File: src/rtl/mips_pc_pkg.sv
// -----------------------------------------------------------------------------
// mips_pc_pkg
// Shared definitions for the MIPS program-counter sequencer:
//   - pc_src_e     : encoding of the pc_src_i control field
//   - seq_state_e  : sequencer FSM states
//   - INSTR_BYTES  : size of one instruction in bytes
//   - word_misaligned() : helper that flags a non word-aligned byte address
// -----------------------------------------------------------------------------
package mips_pc_pkg;

    typedef enum logic [1:0] {
        PC_SEQ    = 2'b00,
        PC_JUMP   = 2'b01,
        PC_BRANCH = 2'b10,
        PC_JR     = 2'b11
    } pc_src_e;

    typedef enum logic [1:0] {
        ST_IDLE  = 2'b00,
        ST_FETCH = 2'b01,
        ST_EXEC  = 2'b10,
        ST_HALT  = 2'b11
    } seq_state_e;

    localparam int INSTR_BYTES = 4;

    // True when the two low address bits are not both zero.
    function automatic logic word_misaligned(input logic [1:0] low_bits);
        return (low_bits != 2'b00);
    endfunction

endpackage

File: src/rtl/ras_stack.sv
// -----------------------------------------------------------------------------
// ras_stack
// Circular return-address stack. A push when full overwrites the oldest entry;
// a pop when empty is ignored (the caller detects it through 'empty').
// Parameters: DEPTH (entries, >= 1), W (entry width)
// Ports:
//   clk, rst_n  : clock, asynchronous active-low reset
//   push        : write push_data as the new top entry
//   pop         : discard the top entry
//   push_data   : value to push
//   top         : current top entry (valid when !empty)
//   empty, full : occupancy flags
// -----------------------------------------------------------------------------
module ras_stack #(
    parameter int unsigned DEPTH = 4,
    parameter int unsigned W     = 32
) (
    input  logic         clk,
    input  logic         rst_n,
    input  logic         push,
    input  logic         pop,
    input  logic [W-1:0] push_data,
    output logic [W-1:0] top,
    output logic         empty,
    output logic         full
);

    localparam int PTR_W = (DEPTH > 1) ? $clog2(DEPTH) : 1;
    localparam int CNT_W = $clog2(DEPTH + 1);

    logic [W-1:0]     mem_r [DEPTH];
    logic [PTR_W-1:0] wr_ptr_r;      // next slot to write
    logic [CNT_W-1:0] count_r;
    logic [PTR_W-1:0] top_idx_s;
    logic [PTR_W-1:0] next_ptr_s;

    // Index of the most recent entry and of the slot after the write pointer.
    always_comb begin
        top_idx_s  = '0;
        next_ptr_s = '0;
        if (wr_ptr_r == PTR_W'(0)) begin
            top_idx_s = PTR_W'(DEPTH - 1);
        end else begin
            top_idx_s = wr_ptr_r - PTR_W'(1);
        end
        if (wr_ptr_r == PTR_W'(DEPTH - 1)) begin
            next_ptr_s = PTR_W'(0);
        end else begin
            next_ptr_s = wr_ptr_r + PTR_W'(1);
        end
    end

    assign empty = (count_r == CNT_W'(0));
    assign full  = (count_r == CNT_W'(DEPTH));
    assign top   = mem_r[top_idx_s];

    // Storage, pointer and occupancy update.
    always_ff @(posedge clk or negedge rst_n) begin
        if (!rst_n) begin
            for (int i = 0; i < int'(DEPTH); i++) begin
                mem_r[i] <= '0;
            end
            wr_ptr_r <= '0;
            count_r  <= '0;
        end else if (push) begin
            mem_r[wr_ptr_r] <= push_data;
            wr_ptr_r        <= next_ptr_s;
            if (!full) begin
                count_r <= count_r + CNT_W'(1);
            end
        end else if (pop && !empty) begin
            wr_ptr_r <= top_idx_s;
            count_r  <= count_r - CNT_W'(1);
        end
    end

endmodule

File: src/rtl/pc_sequencer.sv
// -----------------------------------------------------------------------------
// pc_sequencer
// Program-counter sequencer for the MIPS core. Holds the architectural PC,
// handshakes fetch with instruction memory and applies sequential, branch,
// J/JAL and JR updates once per retired instruction. A JR to a non word-aligned
// target halts the core (sticky misalign_o) until reset.
// Optional feature macro: PC_SEQ_RAS_EN -- adds a RAS_DEPTH-entry return-address
// stack that checks JR-return targets and pulses ras_mismatch_o on a miss.
// Ports:
//   clk, rst_n        clock, asynchronous active-low reset
//   imem_req_o        fetch request for the instruction at pc_o
//   imem_ack_i        instruction returned (honoured only in FETCH)
//   valid_i, stall_i  decode handshake; stall wins over valid
//   pc_src_i          00 seq, 01 J/JAL, 10 branch taken, 11 JR
//   link_i, ret_i     JAL marker, JR-is-return marker
//   jaddr_i, boff_i   jump target field, signed branch word offset
//   rs_val_i          JR target
//   pc_o, pc_plus_o   current PC and PC+4
//   redirect_o        pulse: last accepted update was non-sequential
//   misalign_o        sticky: misaligned JR, core halted
//   ras_mismatch_o    pulse: return prediction missed (0 without RAS)
// -----------------------------------------------------------------------------
module pc_sequencer
    import mips_pc_pkg::*;
#(
    parameter int unsigned     PC_W      = 32,
    parameter logic [PC_W-1:0] RESET_PC  = '0,
    parameter int unsigned     RAS_DEPTH = 4
) (
    input  logic            clk,
    input  logic            rst_n,
    output logic            imem_req_o,
    input  logic            imem_ack_i,
    input  logic            valid_i,
    input  logic            stall_i,
    input  logic [1:0]      pc_src_i,
    input  logic            link_i,
    input  logic            ret_i,
    input  logic [25:0]     jaddr_i,
    input  logic [15:0]     boff_i,
    input  logic [PC_W-1:0] rs_val_i,
    output logic [PC_W-1:0] pc_o,
    output logic [PC_W-1:0] pc_plus_o,
    output logic            redirect_o,
    output logic            misalign_o,
    output logic            ras_mismatch_o
);

    seq_state_e      state_r;
    logic [PC_W-1:0] pc_r;
    logic            req_r;
    logic            redirect_r;
    logic            misalign_r;

    pc_src_e         pc_src_s;
    logic [PC_W-1:0] pc_plus_s;
    logic [PC_W-1:0] next_pc_s;
    logic            accept_s;   // instruction retires this cycle (incl. halting JR)
    logic            jr_bad_s;   // accepted JR with misaligned target
    logic            update_s;   // accepted and PC actually moves

    assign pc_src_s  = pc_src_e'(pc_src_i);
    assign pc_plus_s = pc_r + PC_W'(INSTR_BYTES);
    assign accept_s  = (state_r == ST_EXEC) && valid_i && !stall_i;
    assign jr_bad_s  = accept_s && (pc_src_s == PC_JR) && word_misaligned(rs_val_i[1:0]);
    assign update_s  = accept_s && !jr_bad_s;

    // Next-PC selection; all arithmetic wraps modulo 2^PC_W.
    always_comb begin
        next_pc_s = pc_plus_s;
        case (pc_src_s)
            PC_SEQ: begin
                next_pc_s = pc_plus_s;
            end
            PC_BRANCH: begin
                next_pc_s = pc_plus_s + {{(PC_W-18){boff_i[15]}}, boff_i, 2'b00};
            end
            PC_JUMP: begin
                // Upper bits (if any above bit 27) come from pc+4.
                next_pc_s        = pc_plus_s;
                next_pc_s[27:0]  = {jaddr_i, 2'b00};
            end
            PC_JR: begin
                next_pc_s = rs_val_i;
            end
            default: begin
                next_pc_s = pc_plus_s;
            end
        endcase
    end

    // Sequencer FSM with registered PC, fetch request and status flags.
    always_ff @(posedge clk or negedge rst_n) begin
        if (!rst_n) begin
            state_r    <= ST_IDLE;
            pc_r       <= RESET_PC;
            req_r      <= 1'b0;
            redirect_r <= 1'b0;
            misalign_r <= 1'b0;
        end else begin
            redirect_r <= 1'b0;
            case (state_r)
                ST_IDLE: begin
                    state_r <= ST_FETCH;
                    req_r   <= 1'b1;
                end
                ST_FETCH: begin
                    if (imem_ack_i) begin
                        state_r <= ST_EXEC;
                        req_r   <= 1'b0;
                    end
                end
                ST_EXEC: begin
                    if (jr_bad_s) begin
                        state_r    <= ST_HALT;
                        misalign_r <= 1'b1;
                    end else if (update_s) begin
                        pc_r       <= next_pc_s;
                        redirect_r <= (pc_src_s != PC_SEQ);
                        state_r    <= ST_FETCH;
                        req_r      <= 1'b1;
                    end
                end
                ST_HALT: begin
                    state_r <= ST_HALT;
                    req_r   <= 1'b0;
                end
                default: begin
                    state_r <= ST_HALT;
                    req_r   <= 1'b0;
                end
            endcase
        end
    end

    assign imem_req_o = req_r;
    assign pc_o       = pc_r;
    assign pc_plus_o  = pc_plus_s;
    assign redirect_o = redirect_r;
    assign misalign_o = misalign_r;

`ifdef PC_SEQ_RAS_EN
    logic            ras_push_s;
    logic            ras_pop_s;
    logic [PC_W-1:0] ras_top_s;
    logic            ras_empty_s;
    logic            ras_full_unused_s;
    logic            ras_mismatch_r;

    assign ras_push_s = update_s && (pc_src_s == PC_JUMP) && link_i;
    assign ras_pop_s  = update_s && (pc_src_s == PC_JR) && ret_i;

    ras_stack #(
        .DEPTH (RAS_DEPTH),
        .W     (PC_W)
    ) u_ras (
        .clk       (clk),
        .rst_n     (rst_n),
        .push      (ras_push_s),
        .pop       (ras_pop_s),
        .push_data (pc_plus_s),
        .top       (ras_top_s),
        .empty     (ras_empty_s),
        .full      (ras_full_unused_s)
    );

    // Return-prediction check, reported one cycle after the JR retires.
    always_ff @(posedge clk or negedge rst_n) begin
        if (!rst_n) begin
            ras_mismatch_r <= 1'b0;
        end else begin
            ras_mismatch_r <= ras_pop_s && (ras_empty_s || (ras_top_s != rs_val_i));
        end
    end

    assign ras_mismatch_o = ras_mismatch_r;
`else
    logic unused_s;
    assign unused_s       = ^{ret_i, 32'(RAS_DEPTH)};
    assign ras_mismatch_o = 1'b0;
`endif

endmodule

File: config.mk
export PLATFORM = sky130hd
export DESIGN_NAME = pc_sequencer
export DESIGN_NICKNAME = d
export VERILOG_FILES = /design/src/rtl/mips_pc_pkg.sv /design/src/rtl/ras_stack.sv /design/src/rtl/pc_sequencer.sv
export SDC_FILE = /design/constraint.sdc
export NUM_CORES = 1
export LEC_CHECK = 0
export ABC_AREA = 1
export ABC_CLOCK_PERIOD_IN_PS = 2610
export BUFFER_PORTS_ARGS = -buffer_cell sky130_fd_sc_hd__buf_2
export CAP_MARGIN = 5
export CELL_PAD_IN_SITES_DETAIL_PLACEMENT = 1
export CELL_PAD_IN_SITES_GLOBAL_PLACEMENT = 1
export CORE_ASPECT_RATIO = 1.5
export CORE_MARGIN = 5
export CORE_UTILIZATION = 33
export CTS_BUF_LIST = sky130_fd_sc_hd__clkbuf_8
export CTS_CLUSTER_SIZE = 16
export DETAILED_ROUTE_END_ITERATION = 10
export GPL_TIMING_DRIVEN = 1
export PLACE_DENSITY_LB_ADDON = 0.1
export SLEW_MARGIN = 20
export SYNTH_ARGS = -nofsm -noshare
export SYNTH_HDL_FRONTEND = slang
export SYNTH_SLANG_ARGS = --single-unit
File: constraint.sdc
create_clock -name clk -period 2.61 [get_ports clk]
set_input_delay 0.3915 -clock clk [delete_from_list [all_inputs] [get_ports clk]]
set_output_delay 0.3915 -clock clk [all_outputs]
set_load 0.01 [all_outputs]
==> results of run 1 <==
sequential cells by signal (all words and copies together), names as in the netlist:
| name | flops |
|---|---|
| imem_req_o | 1 |
| misalign_o | 1 |
| pc_o | 32 |
| redirect_o | 1 |
| state_r | 2 |
metal layers:
layer | vias to the layer above | track usage | wire (um)
met3 | 112 | 0.0190 | 1590
met2 | 348 | 0.560 | 17800
met1 | 4003 | 0.342 | 12600
met4 | 2 | 0.116 | 1950
met5 | - | 0 | 13
li1 | 3654 | - | -
cell type report:
cell class / instances / area [um2]
Timing Repair Buffer: 368 / 2500
Antenna cell: 2 / 5.00
Sequential cell: 37 / 931
Clock inverter: 3 / 46.3
Clock buffer: 5 / 68.8
Inverter: 144 / 568
Multi-Input combinational cell: 730 / 5360
Tap cell: 206 / 258
Fill cell: 2111 / 6310
where the power goes:
group | leakage [nW] | internal (W) | switching, W | total (W)
Sequential | 0.451 | 0.000834 | 0.000316 | 0.00115
Combinational | 4.60 | 0.00453 | 0.00589 | 0.0104
Clock | 0.0544 | 0.000287 | 0.000261 | 0.000548
cell usage after synthesis, types with 6 or more instances:
library cell,n,area [um2]
nand4_1,18,113
nand2_1,334,1250
clkbuf_1,6,22.5
a221oi_1,7,61.3
xor2_1,15,131
inv_2,7,26.3
buf_2,12,60.1
inv_1,136,510
a21oi_1,46,230
ha_1,35,438
nor3_1,8,40.0
dfrtp_1,37,926
nor2_2,7,43.8
nand3_1,58,290
nor2_4,8,90.1
nand2_2,10,62.6
o21ai_0,37,185
nor2_1,88,330
metrics by stage:
step	instance area (um2)	worst slack, ps	util	cells
floorplan	5500	-24.3	-	934
finish	9730	-655	0.606	1495
CTS	8760	-328	0.546	1472
global route	9730	-833	0.606	1495
global placement	7680	-458	0.479	1435
detailed placement	7680	-536	0.479	1435
cells by family after synthesis:
logic type      after synthesis  synth area share
fa+ha+maj                    36            0.0859
simple gates                548             0.444
other cells                   1          0.000704
flops                        37             0.174
compound gates              124             0.136
xor+xnor                     21            0.0359
buf+inv                     167             0.124
worst max-delay path, stage by stage (launching register included):
cell and delay (ps):
dfrtp_1 450, nand2_1 150, nor2_2 210, nand2_1 170, nor2_1 220, nand2_1 140
xor2_1 150, buf_4 150, inv_1 80, ha_4 310, nand2_1 100, buf_4 160
nor2_4 120, nand2_1 100, inv_1 70, nand2_1 60, nand2_2 90, inv_1 60
nand2_2 80, nand2_1 60, nand3_1 80, nand2_1 50, nand2_1 60, nand2_1 50
what timing repair did:
item / in CTS / in global routing
resized for setup: 185 / 210
setup endpoints to repair: 28 / 34
hold endpoints to repair: 0 / 0
setup buffers: 30 / 22
hold buffers: 0 / 0
pin swaps: 46 / 89
worst paths after layout:
kind                       depth (start not counted)    endpoint  slack (ps)  startpoint
setup / recovery                                  23    pc_o[31]        -650    pc_o[19]
hold / removal                                     1     pc_o[1]         230       rst_n
setup reg to reg                                  23    pc_o[31]        -650    pc_o[19]
hold reg to reg                                    1  misalign_o         480  misalign_o
max in group asynchronous                          1     pc_o[7]        1680       rst_n
min in group clk                                   2  state_r[0]         280  imem_ack_i
cell usage in the layout, fill, tap and decap left out, types with 24 or more instances in the layout:
cell type    n
nand2_1    241
buf_4      204
buf_2      146
inv_1      102
nand2_2     76
nor2_1      45
dfrtp_1     33
nor2_4      32
nand3_2     30
inv_2       30
a21oi_1     29
nor2_2      26
nand2_4     26
nand3_1     24
ha_4        24
==> summary.md, run 1 <==
| Metric | Value |
|---|---|
| Pwr dens | 1240 nW/um2 |
| Die Y-Extent | between 150 and 200 um |
| Hold Crit Class | primary input to async pin |
| Gp weighted congestion | 0.948 |
| Tot GR Track Use | 0.297 |
| H-tree levels | 2 |
| Final HPWL DP | 21.9 mm |
| Clk_lat worst skew | between 300 and 400 ps |
| DRT Wirelength | 33.9 mm |
| CP endpoint kind | register |
| Avg WL per Cell | 22.7 um |
| Max-Cap Viols | 0 |
| Mapped Area | about 5300 um2 |
| Yosys cell types | 48 |
| CTS Buf Count | 5 |
| Slew Viols, Final | 0 |
| Largest net degree at the start of global routing | 38 |
| CORE AREA | 16,000 um2 |
| RSZ-0062 raised after global routing | yes |
| Crit path max fanout | 4 |
| Fraction of layout cells with a size suffix above 1 | 0.553 |
| YS warnings | 0 |
| Power Total | 0.0121 W |
| Residual DRC count | 0 |
| Vias per cell | about 5.4 |
| Post-synth ARST share | 1.00 |
| VDD IR max | ~0.61 mV |
| Clock buffer depth | 2 |
| DR iter-0 viols | between 500 and 600 |
| Number of flops mapped to enable cells by yosys | 0 |
| Syn-to-layout area delta | 82.6% |
| Critical Path RT | approximately 2800 ps |
| IO buf count | 147 |
| Num ports | 151 |
| Prevailing post-synth register cell | dfrtp_1 |
| Fin Hold WS | between 200 and 250 ps |
| Period utilization | 1.25 |
| Global-route wire length before repair | around 44 mm |
| Yosys reg bits | 37 |
| Vias in the first global route | 8,333 |
| Root buffer cell | clkbuf_8 |
| Die area | 18,800 um2 |
| Min cycle time layout | 3260 ps |
| Fin Clk Skew | 7.16 ps |
| Status | complete, but fails checks |
| Average size of a mapped cell | 5.71 um2 |
| Endpoints failing setup | 31 |
| Slew headroom | 0.336 |
| Clock transition at path regs | 90 ps |
| Layout Nets | 1,405 |
| FMAX | 0.306 GHz |
| Die W | 114 um |
| Fin. Hold Viols | 0 |
| Syn Inst Count | 934 |
| WP data arrival | between 3000 and 4000 ps |
| Post-route setup slack | -655 ps |
| Initial antenna violation count | 3 |
| Row cnt | between 50 and 60 |
| Syn_nets | about 1,100 |
| Setup crit start kind | register |
| Global route total overflow | 0 |
| Leakage | 5.10 nW |
| Drt pass-1 iters | 5 |
| Failing checks | negative setup slack |
| Seq/Total Area, Yosys | 0.174 |
| Worst-Margin Slew | between 900 and 1000 ps |
| Critical setup path kind | register to register |
| Vias | about 8,100 |
| Starting Density | 0.332 |
| TNS Setup | -11,270 ps |
| Antenna-violating nets left | 0 |
| Clock net sink count | 37 |
| CTS tree | yes |
Note: power is estimated with default switching activity, not from simulation.
==> run 2: changes to the inputs <==
- CTS_CLUSTER_SIZE: 16 -> 10
- RECOVER_POWER: unset -> 25
==> summary.md, run 2 (same netlist as run 1, synthesis figures left out) <==
| Metric | Value |
|---|---|
| RSZ-0062 raised after global routing | yes (unchanged) |
| H-tree levels | 2 (unchanged) |
| CTS tree | yes (unchanged) |
| Vias in the first global route | 8,333 (unchanged) |
| Worst-Margin Slew | 2390 ps (was 996 ps) |
| Pwr dens | 1250 nW/um2 (was 1240 nW/um2) |
| Commonest non-fill, non-tap cell in the layout | nand2_1 (unchanged) |
| Final HPWL DP | 21.9 mm (unchanged) |
| Leakage | 5.10 nW (about the same) |
| Logic pwr share | 0.860 (about the same) |
| Endpoints failing setup | 31 (unchanged) |
| DRT Wirelength | 34.0 mm (was 33.9 mm) |
| Syn-to-layout area delta | 82.6% (about the same) |
| Fin util | 0.606 (about the same) |
| Min cycle time layout | 3270 ps (was 3260 ps) |
| Global route total overflow | 0 (unchanged) |
| Sw Share | 0.534 (about the same) |
| Fin. Hold Viols | 0 (unchanged) |
| Max reg flops | 32 (unchanged) |
| Residual DRC count | 0 (unchanged) |
| Die Y-Extent | 166 um (unchanged) |
| FMAX | 0.306 GHz (about the same) |
| Critical setup path kind | register to register (unchanged) |
| Slew headroom | -0.593 (was 0.336) |
| Row cnt | 57 (unchanged) |
| Most frequent cells in the layout | nand2_1, buf_4, buf_2, inv_1, nand2_2 (unchanged) |
| Largest net degree at the start of global routing | 38 (unchanged) |
| Vias per cell | 5.44 (was 5.43) |
| Antenna-violating nets left | 0 (unchanged) |
| Gp weighted congestion | 0.948 (unchanged) |
| Num ports | 151 (unchanged) |
| Global-route wire length before repair | 43.8 mm (unchanged) |
| Tot GR Track Use | 0.297 (unchanged) |
| DP Cell Count | 1,435 (unchanged) |
| Max-Cap Viols | 1 (was 0) |
| Hold Crit Class | primary input to register (was primary input to async pin) |
| Failing checks | max-capacitance violations, max-slew violations, negative setup slack (was negative setup slack) |
| Slowest stage cell, crit path | dfrtp_1 (unchanged) |
| Crit path max fanout | 4 (unchanged) |
| DR iter-0 viols | 551 (was 534) |
| Setup crit start kind | register (unchanged) |
| Clock buffer depth | 2 (unchanged) |
| Seq pwr share | 0.095 (about the same) |
| Layout Nets | 1,405 (unchanged) |
| Crit path max-delay family | simple AND/OR/NAND/NOR gates (unchanged) |
| Cell mode on critical path | nand2_1 (unchanged) |
| Avg WL per Cell | 22.7 um (about the same) |
| Placement Cell Area | 7680 um2 (unchanged) |
| VDD IR max | 0.615 mV (about the same) |
| CORE AREA | 16,000 um2 (unchanged) |
| Slew Viols, Final | 38 (was 0) |
| Fin Clk Skew | 7.71 ps (was 7.16 ps) |
| Worst path bufs/invs | 5 (unchanged) |
| CP endpoint kind | register (unchanged) |
| P_int | 0.00565 W (about the same) |
| CTS Buf Count | 5 (unchanged) |
| Die W | 114 um (unchanged) |
| Starting Density | 0.332 (unchanged) |
| Design Area, Final | 9730 um2 (about the same) |
| Critical Path RT | 2820 ps (about the same) |
| IO buf count | 147 (unchanged) |
| Drt pass-1 iters | 5 (unchanged) |
| Clock transition at path regs | 90 ps (about the same) |
| Status | complete, but fails checks (unchanged) |
| CP peak stage delay | 450 ps (about the same) |
| WP data arrival | 3480 ps (was 3470 ps) |
| Hold_buf cts | 0 (unchanged) |
| Clk pwr share | 0.045 (about the same) |
| Fraction of layout cells with a size suffix above 1 | 0.552 (was 0.553) |
| Period utilization | 1.25 (about the same) |
| Clk_lat worst skew | 310 ps (about the same) |
| Vias | 8,139 (was 8,119) |
| Critical Path, Cell by Cell | nand2_1, nor2_2, nand2_1, nor2_1, nand2_1, xor2_1, buf_4, inv_1, ha_4, nand2_1, buf_4, nor2_4, nand2_1, inv_1, nand2_1, nand2_2, inv_1, nand2_2, nand2_1, nand3_1, nand2_1, nand2_1, nand2_1 (unchanged) |
| Root buffer cell | clkbuf_8 (unchanged) |
| Switch Pwr | 0.00647 W (was 0.00646 W) |
| Fin cells | 1,495 (unchanged) |
| Clock net sink count | 37 (unchanged) |
| Die area | 18,800 um2 (unchanged) |
| Initial antenna violation count | 3 (unchanged) |
| Post-route setup slack | -661 ps (was -655 ps) |
run 2: changes by cell type in the layout (fill, tap and decap cells not counted), sizes merged:
cell and delta:
buf -1, clkbuf +1
run 2: path summary, 6_finish.rpt:
kind,start,end,slack (ps),cells after the start
worst max-delay path,pc_o[19],pc_o[31],-660,23
max in group asynchronous,rst_n,pc_o[7],260,1
worst min-delay path,imem_ack_i,state_r[0],280,2
worst max register to register,pc_o[19],pc_o[31],-660,23
worst min register to register,misalign_o,misalign_o,480,1
min in group asynchronous,rst_n,pc_o[1],790,1
run 2: per-stage QoR:
stage	hold slack [ps]	total power, W	TNS (ps)	worst slack (ps)
after floorplan	95.9	0.00460	-63.0	-24.3
after global placement	453	0.00803	-6790	-458
after detailed placement	457	0.00819	-8770	-536
after CTS	241	0.00998	-5450	-328
after global routing	295	0.0127	-15990	-833
final	284	0.0121	-11290	-661
run 2: power groups by stage:
stage | registers, W | logic, W | clock network, W
finish | 0.00115 | 0.0104 | 0.000549
global route | 0.00117 | 0.0110 | 0.000578
CTS | 0.00109 | 0.00834 | 0.000551
detailed placement | 0.00111 | 0.00708 | 0
global placement | 0.00110 | 0.00693 | 0
floorplan | 0.00125 | 0.00336 | 0
run 2: repair_timing:
action                     CTS  global route
hold endpoints to repair     0             0
setup endpoints to repair   28            34
buffers inserted            30            22
pin swaps                   46            89
gates resized for setup    185           210
run 2: metal layers:
layer / vias to the layer above / GRT usage / part of all wire
met5: - / 0 / 0.00038
met4: 2 / 0.116 / 0.057
met3: 107 / 0.0190 / 0.048
met2: 357 / 0.560 / 0.52
met1: 4017 / 0.342 / 0.37
li1: 3656 / - / -
run 2: layout make-up:
class,instances,area [um2]
fillers,2112,6320
multi-input cells,730,5360
repair buffers,368,2500
flip-flops and latches,37,931
inverters,144,568
well taps,206,258
clock buffers,5,68.8
clock inverters,3,46.3
diodes,2,5.00
